[src/rtl/stg3_pkg.sv]
// Shared definitions for the stage-3 accumulator slice.
//   Q0, Q1        : lane moduli (lane 1 uses Q0, lane 0 uses Q1)
//   Q0X2, Q1X2    : doubled moduli, the lazy-reduction bound
//   state_t       : accumulator control states
//   mod_of_lane() : lane-to-modulus mapping shared with downstream stg3_sub
package stg3_pkg;

  localparam logic [34:0] Q0   = 35'h4_0800_0001;
  localparam logic [34:0] Q1   = 35'h4_0008_0001;
  localparam logic [35:0] Q0X2 = {Q0, 1'b0};
  localparam logic [35:0] Q1X2 = {Q1, 1'b0};

  typedef enum logic [1:0] {
    IDLE,
    ACC,
    DONE
  } state_t;

  // Lane 0 reduces by q1 and lane 1 by q0 (crossed on purpose, matches stg3_sub).
  function automatic logic [34:0] mod_of_lane(input int unsigned lane,
                                              input logic [34:0] q0,
                                              input logic [34:0] q1);
    return (lane == 0) ? q1 : q0;
  endfunction

endpackage

[src/rtl/stg3_modadd.sv]
// One-lane lazy modular adder: o_sum = (i_a + i_b) with a single conditional
// subtract of 2Q. With i_a, i_b < 2Q the result stays in [0, 2Q).
//   i_a   : running accumulator, 36 bits
//   i_b   : new term, 36 bits
//   o_sum : reduced sum, 36 bits
module stg3_modadd #(
  parameter logic [34:0] Q = 35'h4_0800_0001
) (
  input  logic [35:0] i_a,
  input  logic [35:0] i_b,
  output logic [35:0] o_sum
);

  localparam logic [36:0] Q2 = {1'b0, Q, 1'b0};

  logic [36:0] w_s;
  logic [36:0] w_d;

  assign w_s = {1'b0, i_a} + {1'b0, i_b};
  assign w_d = w_s - Q2;

  always_comb begin
    o_sum = w_s[35:0];
    if (w_s >= Q2) begin
      o_sum = w_d[35:0];
    end
  end

endmodule

[src/rtl/stg3_acc.sv]
// Stage-3 lazy modular accumulator feeding stg3_sub. Sums N_TERM consecutive
// beats per coefficient address, per lane, modulo 2Q, and issues one write per
// coefficient with each lane value in [0, 2Q).
// Ports:
//   clk, rst  : clock, synchronous active-high reset
//   i_start   : frame start (IDLE only), i_len = coefficients in frame
//   i_valid   : beat valid, o_ready = beat accepted (ACC state)
//   i_addr    : coefficient address, i_data = per-lane terms (flat, lane l at l*DATA_WIDTH)
//   o_we      : per-lane write strobe, o_addr/o_data = flat per-lane write bus
//   o_busy    : frame in progress, o_done = one-cycle frame-complete pulse
//   o_err     : sticky error (address mismatch within a group, plus input range)
// Build option: define STG3_ACC_IN_CHK_EN to range-check and fold lane inputs >= 2Q.
module stg3_acc #(
  parameter int unsigned DATA_WIDTH = 64,
  parameter int unsigned ADDR_WIDTH = 12,
  parameter logic [34:0] Q0         = stg3_pkg::Q0,
  parameter logic [34:0] Q1         = stg3_pkg::Q1,
  parameter int unsigned N_POLY_SUB = 2,
  parameter int unsigned N_TERM     = 3
) (
  input  logic                             clk,
  input  logic                             rst,
  input  logic                             i_start,
  input  logic [ADDR_WIDTH:0]              i_len,
  input  logic                             i_valid,
  output logic                             o_ready,
  input  logic [ADDR_WIDTH-1:0]            i_addr,
  input  logic [N_POLY_SUB*DATA_WIDTH-1:0] i_data,
  output logic [N_POLY_SUB-1:0]            o_we,
  output logic [N_POLY_SUB*ADDR_WIDTH-1:0] o_addr,
  output logic [N_POLY_SUB*DATA_WIDTH-1:0] o_data,
  output logic                             o_busy,
  output logic                             o_done,
  output logic                             o_err
);

  import stg3_pkg::*;

  localparam int unsigned TW = (N_TERM > 1) ? $clog2(N_TERM) : 1;
  localparam logic [TW-1:0] TLAST = TW'(N_TERM - 1);

  state_t r_state;
  state_t w_next;

  logic [TW-1:0]                    r_tcnt;
  logic [ADDR_WIDTH:0]              r_ccnt;
  logic [ADDR_WIDTH:0]              r_len;
  logic [ADDR_WIDTH-1:0]            r_first_addr;
  logic [35:0]                      r_acc [N_POLY_SUB];
  logic [N_POLY_SUB-1:0]            r_we;
  logic [N_POLY_SUB*ADDR_WIDTH-1:0] r_addr;
  logic [N_POLY_SUB*DATA_WIDTH-1:0] r_data;
  logic                             r_err;

  logic        w_accept;
  logic        w_last_term;
  logic        w_last_coef;
  logic [35:0] w_x   [N_POLY_SUB];
  logic [35:0] w_sum [N_POLY_SUB];
  logic [35:0] w_new [N_POLY_SUB];
  logic [N_POLY_SUB-1:0] w_rng_err;

  assign w_accept    = i_valid && (r_state == ACC);
  assign w_last_term = (r_tcnt == TLAST);
  assign w_last_coef = (r_ccnt == (r_len - (ADDR_WIDTH+1)'(1)));

  for (genvar l = 0; l < N_POLY_SUB; l++) begin : g_lane
    localparam logic [34:0] QL  = mod_of_lane(l, Q0, Q1);
    localparam logic [63:0] Q2L = {28'd0, QL, 1'b0};
    localparam logic [63:0] Q4L = {27'd0, QL, 2'b00};

    logic [DATA_WIDTH-1:0] w_raw;
    logic [35:0]           w_xl;
    logic                  w_el;

    assign w_raw = i_data[l*DATA_WIDTH +: DATA_WIDTH];

`ifdef STG3_ACC_IN_CHK_EN
    // Out-of-range terms are folded back below 2Q so the accumulator invariant holds.
    always_comb begin
      w_xl = w_raw[35:0];
      w_el = 1'b0;
      if (w_raw >= DATA_WIDTH'(Q2L)) begin
        w_el = 1'b1;
        if (w_raw < DATA_WIDTH'(Q4L)) begin
          w_xl = 36'(w_raw - DATA_WIDTH'(Q2L));
        end else begin
          w_xl = '0;
        end
      end
    end
`else
    logic w_unused_hi;
    assign w_unused_hi = ^{w_raw, Q4L, Q2L};
    assign w_xl = w_raw[35:0];
    assign w_el = 1'b0;
`endif

    assign w_x[l]       = w_xl;
    assign w_rng_err[l] = w_el;

    stg3_modadd #(
      .Q(QL)
    ) u_modadd (
      .i_a  (r_acc[l]),
      .i_b  (w_xl),
      .o_sum(w_sum[l])
    );
  end

  always_comb begin
    for (int unsigned l = 0; l < N_POLY_SUB; l++) begin
      w_new[l] = (r_tcnt == '0) ? w_x[l] : w_sum[l];
    end
  end

  // State register
  always_ff @(posedge clk) begin
    if (rst) begin
      r_state <= IDLE;
    end else begin
      r_state <= w_next;
    end
  end

  // Next-state logic
  always_comb begin
    w_next = r_state;
    case (r_state)
      IDLE: begin
        if (i_start) begin
          w_next = (i_len == '0) ? DONE : ACC;
        end
      end
      ACC: begin
        if (w_accept && w_last_term && w_last_coef) begin
          w_next = DONE;
        end
      end
      DONE:    w_next = IDLE;
      default: w_next = IDLE;
    endcase
  end

  // Output decode
  always_comb begin
    o_ready = 1'b0;
    o_busy  = 1'b0;
    o_done  = 1'b0;
    case (r_state)
      ACC: begin
        o_ready = 1'b1;
        o_busy  = 1'b1;
      end
      DONE:    o_done = 1'b1;
      default: ;
    endcase
  end

  // Counters, accumulators and registered write port
  always_ff @(posedge clk) begin
    if (rst) begin
      r_tcnt       <= '0;
      r_ccnt       <= '0;
      r_len        <= '0;
      r_first_addr <= '0;
      r_we         <= '0;
      r_addr       <= '0;
      r_data       <= '0;
      r_err        <= 1'b0;
      for (int unsigned l = 0; l < N_POLY_SUB; l++) begin
        r_acc[l] <= '0;
      end
    end else begin
      r_we <= '0;
      if ((r_state == IDLE) && i_start) begin
        r_len  <= i_len;
        r_err  <= 1'b0;
        r_tcnt <= '0;
        r_ccnt <= '0;
      end
      if (w_accept) begin
        for (int unsigned l = 0; l < N_POLY_SUB; l++) begin
          r_acc[l] <= w_new[l];
        end
        if (r_tcnt == '0) begin
          r_first_addr <= i_addr;
        end else if (i_addr != r_first_addr) begin
          r_err <= 1'b1;
        end
        if (|w_rng_err) begin
          r_err <= 1'b1;
        end
        if (w_last_term) begin
          r_tcnt <= '0;
          r_ccnt <= r_ccnt + (ADDR_WIDTH+1)'(1);
          r_we   <= '1;
          r_addr <= {N_POLY_SUB{i_addr}};
          for (int unsigned l = 0; l < N_POLY_SUB; l++) begin
            r_data[l*DATA_WIDTH +: DATA_WIDTH] <= DATA_WIDTH'(w_new[l]);
          end
        end else begin
          r_tcnt <= r_tcnt + TW'(1);
        end
      end
    end
  end

  assign o_we   = r_we;
  assign o_addr = r_addr;
  assign o_data = r_data;
  assign o_err  = r_err;

endmodule

[config.mk]
export PLATFORM = sky130hd
export DESIGN_NAME = stg3_acc
export DESIGN_NICKNAME = d
export VERILOG_FILES = /design/src/rtl/stg3_pkg.sv /design/src/rtl/stg3_modadd.sv /design/src/rtl/stg3_acc.sv
export SDC_FILE = /design/constraint.sdc
export NUM_CORES = 1
export LEC_CHECK = 0
export CAP_MARGIN = 20
export CORE_MARGIN = 10
export CORE_UTILIZATION = 57
export CTS_CLUSTER_SIZE = 16
export DETAILED_ROUTE_END_ITERATION = 7
export PLACE_DENSITY = 0.88
export SYNTH_ARGS = -nofsm -noshare
export SYNTH_HDL_FRONTEND = slang
export SYNTH_SLANG_ARGS = --single-unit
[constraint.sdc]
create_clock -name clk -period 14.5 [get_ports clk]
set_input_delay 4.35 -clock clk [delete_from_list [all_inputs] [get_ports clk]]
set_output_delay 4.35 -clock clk [all_outputs]
set_load 0.01 [all_outputs]
# After elaboration in Yosys (flattened, before gate mapping)
# Memory sizes are Yosys's and may differ from the RTL's.
# Cells that the tools add are included.
[op_classes]
n_addsub = 7
magnitude_cmp = 2
eq_ne = 7
muxes = 28
n_bitwise = 3
n_reduce_logical = 12
[op_table]
columns = ["cell", "count"]
rows = [
  ["$mux W36", 6],
  ["$add A36 B36 Y37", 2],
  ["$ge A37 B36 Y1 const B", 2],
  ["$sub A36 B36 Y36 const B", 2],
  ["$mux W13", 3],
  ["$mux W2", 7],
  ["$add A13 B1 Y13 const B", 1],
  ["$eq A13 B13 Y1", 1],
  ["$logic_not A13 Y1", 1],
  ["$sub A13 B1 Y13 const B", 1],
  ["$ne A12 B12 Y1", 1],
  ["$mux W1", 11],
  ["$reduce_and A2 Y1", 3],
  ["$eq A2 B2 Y1 const B", 2],
  ["$logic_and A1 B1 Y1", 4],
  ["$logic_not A2 Y1", 2],
  ["$pmux W2 S2", 1],
  ["$add A2 B1 Y2 const B", 1],
  ["$eq A2 B1 Y1 const B", 1],
  ["$ne A2 B1 Y1 const B", 1],
  ["$ne A2 B2 Y1 const B", 1],
  ["$or A1 B1 Y1", 2],
  ["$reduce_bool A2 Y1", 1],
  ["$reduce_or A2 Y1", 1],
  ["$not A1 Y1", 1],
]
[word_totals]
regBits = 141
mem_bits_rw = 72
in_bits = 157
output_inout_bits = 158
elab_cells = 69
memories = 1
[mem_list]
columns = ["name", "words", "word_bits", "read_ports", "rd_ports_with_merged_regs", "wr", "line", "text"]
rows = [
  ["r_acc", 2, 36, 2, 0, 2, "stg3_acc.sv:49", "logic [35:0] r_acc [N_POLY_SUB];"],
]

# Longest topological paths before layout
[logic_depth]
word_depth = 6
depth_mapped = 17
mapped_depth_nobuf = 15

# Cells and area by module
# From an unflattened synthesis, not the netlist that was laid out.
[unflattened]
hier_cells = 1887
area_unflattened_um2 = 15529.9
[modules_own_cells]
columns = ["mod", "n_inst", "cells_per_inst", "area_each_um2", "seq_area_each_um2"]
rows = [
  ["stg3_acc", 1, 906, 8848.5, 4724.5],
  ["stg3_modadd at g_lane[0].u_modadd", 1, 490, 3415.8, 0.0],
  ["stg3_modadd at g_lane[1].u_modadd", 1, 491, 3265.6, 0.0],
]

# Least setup slack after synthesis
# No wires, ideal clock.
[synth_path]
path_kind = "input to register"
from = "input port i_data[64]"
to = "memory r_acc[1][8] (netlist: r_acc[0][44]), data pin"
setup_time_ns = 0.270
arrival_ns = 8.251
t_required_ns = 14.230
slack_ns = 5.979
path_stages = 16
n_path_buf = 2
path_cell_list = "ha_1 > fa_1 > a211oi_1 > o21ai_0 > a22oi_1 > a2bb2oi_1 > xnor2_1 > nor4bb_1 > nand3b_1 > o41a_1 > and4_1 > clkbuf_1 > buf_2 > nor4b_1 > xor2_1 > a21oi_1"
[synth_lines]
columns = ["item", "line", "text"]
rows = [
  ["from (decl)", "stg3_acc.sv:28", "input logic [N_POLY_SUB*DATA_WIDTH-1:0] i_data,"],
  ["to (decl)", "stg3_acc.sv:49", ""],
]

==> qor.csv <==
stage;metric;value;unit
detailed_routing;drt_iter0_drc;1513;
hold_path;hp-class;flip-flop to flip-flop;
place;dp_hpwl;37.45;mm
clock_network;cts-htree-levels;4;
place;io_buffers;202;
power;ir_worst_vdd;0.07794;mV
synth;synthFlopType;dfxtp_1;
die;die_w;183.2;microns
global_routing;grt_pass1_vias;14560;
die;die_area;33550;sq um
synth;synth_edf_count;72;
clock_network;clockBufferDepth;2;
die;io_pins;315;
place;place.gp.congestion;0.9875;
setup_path;slowest_stage;nor4bb_1;
timing;finalCritPeriodShare;70.24;%
setup_path;cp_data_required_time;14690;ps
timing;fmax;0.09819;GHz
clock_network;cts.clk_slew.worst_paths;80;ps
final_layout;final_nets;2273;
die;rows;59;
clock_network;cts_setup_buffers;0;
timing;hold_viol;0;
detailed_routing;drc;0;
final_layout;mostFrequentLayoutCells;nand2_1, clkdlybuf4s50_1, a21oi_1;
setup_path;end_kind;flip-flop;
final_layout;area_growth;16.19;%
timing;holdWs;441.7;ps
timing;fin_tns_setup;0;ps
setup_path;worstPathCellList;clkdlybuf4s50_1, ha_1, fa_1, a211oi_1, o211ai_1, and2_1, o21ai_0, a211oi_1, nor4bb_1, nand4b_1, o21ai_0, and4_1, buf_4, nor4_1, xnor2_1, a21oi_1;
detailed_routing;drt-pass1-iter-count;7;
final_layout;drive_gt1_share;3.805;%
detailed_routing;vias;15280;
power;p_leak;0.006510;uW
detailed_routing;vias_per_cell;6.404;
setup_path;worstSetupPathType;input port to flip-flop;
setup_path;worst-path-max-fanout;31;
clock_network;cts-buffers-inserted;17;
die;die_height;183.2;microns
power;power_density;92.35;nW/um^2
clock_network;clockRootBuffer;clkbuf_16;
clock_network;cts_tree;yes;
detailed_routing;wl_per_cell;20.91;microns
timing;worst_slew_pin_slew;1034;ps
clock_network;ctsResizeCount;0;
synth;synth-seq-cells;200;
synth;yosysUniqueCellTypes;86;
die;core;26130;sq um
final_layout;final_util;67.48;%
clock_network;hold_buffers;0;
global_routing;grt_max_degree;87;
timing;relSlewSlack;30.55;%
timing;min_period;10180;ps
run;maxCapViolCount;0;
final_layout;final_common_cell;nand2_1;
global_routing;antenna_found_initial;1;
synth;ys_warn_count;0;
global_routing;overflow;0;
timing;layout_setup_ws;4315;ps
global_routing;grt_usage;28.47;%
timing;fin_worst_skew;21.01;ps
global_routing;grt_pass1_wl;78.03;mm
timing;report.final.slew_viol_count;0;
setup_path;cp.arrival;10370;ps
setup_path;crit_path_start_kind;input port;
timing;rsz0062_at_grt;no;
detailed_routing;drtAntennaViolNets;0;
place;dpl_worst_slack;4188;ps
setup_path;slowest_delay;860;ps
synth;avgSynthCellArea;7.896;sq um
synth;ys_seq_area_share;31.13;%
synth;syn_area;15180;sq um
clock_network;clock_latency;460;ps
status;status;complete, no violations;
die;start_util;58.07;%
synth;synth_cells;1922;
clock_network;cts_sinks;200;
synth;async_reset_ff_share;0;%
timing;finalSetupViolCount;0;
detailed_routing;routed_wl;49.89;mm
routing by layer:
| layer | up-vias | global-route usage, % | routed length, microns |
|---|---|---|---|
| met1 | 7315 | 33.77 | 19710 |
| met4 | 0 | 10.56 | 1802 |
| li1 | 7193 | - | - |
| met3 | 118 | 5.375 | 3488 |
| met5 | - | 0 | 0 |
| met2 | 654 | 50.04 | 24890 |
cells by family after synthesis:
group	after synthesis	share of synthesized area, %
other	1	0.02471
XOR/XNOR	125	7.214
adder cells (fa/ha/maj)	78	6.530
multiplexers	8	0.5359
AO/OA/AOI/OAI	606	24.96
AND/OR/NAND/NOR	707	22.85
buffers and inverters	197	6.761
flip-flops	200	31.13
synth_stat cells (59+ instances only):
cell type  instances  area [sq um]
xnor2_1           68         595.6
edfxtp_1          72          2162
o21ai_0          162         810.8
ha_1              76         950.9
nand2_1          231         867.1
clkbuf_1          94         352.8
a21oi_1          184         920.9
a211oi_1          59         442.9
nor2_1           161         604.3
nor3_1            64         320.3
buf_4             71         533.0
dfxtp_1          128          2562
where the power goes:
group          switching [uW]  internal (uW)  leakage (uW)
Sequential               8.71            599       0.00179
Combinational             332            186       0.00442
Clock                     261            242      0.000295
final cells by class:
cell class | count | area [sq um]
antenna | 1 | 2.502
clock buffer | 18 | 450.4
clock inverter | 13 | 150.1
fill | 2160 | 8499
inverter | 24 | 90.09
multi-input combinational | 1580 | 9659
sequential | 200 | 4725
tap | 335 | 419.2
timing repair buffer | 215 | 2137
per-stage QoR:
step                      cell area [sq um]  instances  power [uW]
final                                 17630       2386        1628
after global placement                17000       2353        1111
after CTS                             17600       2384        1616
after detailed placement              17000       2353        1121
after floorplan                       15380       1977       991.0
after global routing                  17630       2386        1697
worst max-delay path, delay by kind of cell:
kind / cells / cell delay (ps)
adder cells (fa/ha/maj): 2 / 730
AND/OR/NAND/NOR: 5 / 1870
AO/OA/AOI/OAI: 6 / 2090
buffers and inverters: 2 / 860
XOR/XNOR: 1 / 480
path summary, 6_finish.rpt:
| check | from | to | slack, ps | depth (start not counted) |
|---|---|---|---|---|
| setup reg to reg | r_acc[0][36]$_SDFFCE_PN0P_ | r_acc[0][61]$_SDFFCE_PN0P_ | 8360 | 15 |
| setup / recovery | i_data[64] | r_acc[0][61]$_SDFFCE_PN0P_ | 4320 | 16 |
| hold reg to reg | o_data[88]$_SDFFE_PP0P_ | o_data[88]$_SDFFE_PP0P_ | 440 | 2 |
| hold / removal | o_data[88]$_SDFFE_PP0P_ | o_data[88]$_SDFFE_PP0P_ | 440 | 2 |
flip-flops by register name, summed over array words and instances, names as in the netlist, 2 cells and up:
name and flops:
r_first_addr 12, r_state 2, r_tcnt 2, r_ccnt 13, r_acc 72, r_len 13, o_data 72, o_addr 12
No activity file was read; power rests on OpenSTA's default activity.
==> RTL change: new RTL, same settings <==
The option `STG3_ACC_IN_CHK_EN` is turned on by a define.
--- a/src/rtl/stg3_acc.sv
+++ b/src/rtl/stg3_acc.sv
@@ -10,6 +10,8 @@
 //   o_busy    : frame in progress, o_done = one-cycle frame-complete pulse
 //   o_err     : sticky error (address mismatch within a group, plus input range)
 // Build option: define STG3_ACC_IN_CHK_EN to range-check and fold lane inputs >= 2Q.
+`define STG3_ACC_IN_CHK_EN
+
 module stg3_acc #(
   parameter int unsigned DATA_WIDTH = 64,
   parameter int unsigned ADDR_WIDTH = 12,
Check against the original RTL: not equivalent (a bounded check fails within 4 cycles, from zero or initial values and one cycle with rst high).
==> RTL change against the original RTL <==
Setup slack got worse by 2.5 ns. Sequential cell count did not move. Critical path type unchanged. Final area rose by 16%. Sequential power is essentially flat. Combinational power fell by 45%. Total power decreased by 15%. Sequential share of layout area down 3.7 points. Wire length up 32%. Synthesized area increased by 15%.
==> RTL change: results (changes against the original RTL) <==
Parameter                              Value

Timing
  Worst clock skew    0.0160 ns (-0.00500 ns)
  Worst slew margin relative to its limit    0.279 (-0.0267)

Global route
  Total global routing track utilization    0.328 (+0.0431)
  M3 GR Usage    0.0572 (+0.00346)
  Number of global-route vias before repair    17871 (+23%)
  Maximum number of pins on one net before global-route repair    98 (+13%)
  Global-route wire length before repair    101 mm (+29%)
  M2 GR Usage    0.561 (+0.0604)

Power
  Combinational gate power    283 uW (-45%)
  Reported leakage power    0.00733 uW (+13%)
  Switching component of the power    437 uW (-27%)

Yosys
  Post-synthesis cell count    2282 (+19%)
  Share of the synthesized area in compound gates (AO/OA/AOI/OAI)    0.250 (+0.000307)
  Proportion of synthesized area in mux cells    0.00888 (+0.00352)
  Cells taking the most area after synthesis    sky130_fd_sc_hd__dfxtp_1 (15%), sky130_fd_sc_hd__edfxtp_1 (12%), sky130_fd_sc_hd__nor2_1 (6.2%), sky130_fd_sc_hd__xnor2_1 (5.9%), sky130_fd_sc_hd__a21oi_1 (5.8%)
  Leading post-synthesis cells by instance count    sky130_fd_sc_hd__nor2_1 (289), sky130_fd_sc_hd__nand2_1 (227), sky130_fd_sc_hd__a21oi_1 (201)
  Sequential fraction of the synthesis area    0.271 (-0.0408)
  Adder-cell share of the synthesized area    0.0589 (-0.00641)
  Count of cell types in the netlist    98 (+14%)
  Xor-xnor portion of the synthesized cell area    0.0918 (+0.0196)

Setup path
  Largest delay contributor family on the critical path    simple AND/OR/NAND/NOR gates
  Worst-path cell with the longest stage delay    sky130_fd_sc_hd__or4_1
  Worst endpoint data arrival time    12.83 ns (+2.46 ns)
  Max incr delay on CP    0.59 ns (-0.27 ns)
  Depth of the most critical reg-to-reg path    17 (+2)
  Worst-path fanout max    16 (-48%)
  Termination of the worst setup path    r_acc[0][58]
  Worst setup path startpoint    i_data[74]
  Slack of the worst reg-to-reg path    8.71 ns (+0.35 ns)
  Endpoint of the most critical register-to-register path    r_acc[0][58]

Clocking
  Total of cells resized after clock tree synthesis    0 (unchanged)
  Maximum clock insertion buffer count    2 (unchanged)
  CTS root buf    sky130_fd_sc_hd__clkbuf_16
  Clock insertion delay at the later pin of the skew report    0.48 ns (+0.02 ns)

Route
  WL per Instance    23.2 microns (+11%)
  Met2 wire len    32.2 mm (+29%)
  Wire length on met1    25.9 mm (+31%)
  Drt pass-1 iters    6 (-1)
  Met3 WL    5.27 mm (+51%)
  Per-cell via count in the routed design    6.49 (+1.3%)
  Number of DRC violations after detailed-routing iteration 0    1761 (+16%)
  Detailed-route wire length    66.1 mm (+32%)

Place
  Gpl congestion    1.01 (+2.6%)
  Final HPWL from detailed placement    51.0 mm (+36%)
  Total placed cells including tap cells    2813 (+20%)
  Post-place instance area    19900 sq um (+17%)
  Number of port buffers    258 (+28%)

Status
  Run status    complete, no violations

Worst hold path
  Start point of the worst hold path    o_data[64]
  Hold Path Cell Cnt    2 (unchanged)
  Hold Path End    o_data[64]

Final layout
  # nets final    2676 (+18%)
  Fraction of layout cells with a size suffix above 1    0.0400 (+0.00193)
  Number of inserted filler cells in the final layout    2601 (+20%)
==> RTL change: metrics by stage <==
| stage | hold WS [ns] | total power [uW] | util | setup WS, ns |
|---|---|---|---|---|
| after CTS | 0.468 | 1370 | 0.671 | 2.11 |
| after global placement | 0.446 | 888 | 0.652 | 1.88 |
| after global routing | 0.503 | 1420 | 0.672 | 1.50 |
| after floorplan | 0.448 | 794 | - | 3.38 |
| final | 0.468 | 1380 | 0.672 | 1.86 |
| after detailed placement | 0.451 | 892 | 0.652 | 1.66 |
==> RTL change: area by class of cell <==
class / instances / area [sq um] / share of cell area
Multi-Input combinational cell: 1915 / 11800 / 0.579
Sequential cell: 200 / 4720 / 0.231
Timing Repair Buffer: 275 / 2720 / 0.133
Tap cell: 396 / 495 / 0.0242
Clock buffer: 21 / 460 / 0.0225
Inverter: 29 / 109 / 0.00532
Clock inverter: 11 / 105 / 0.00514
Antenna cell: 1 / 2.50 / 0.000122
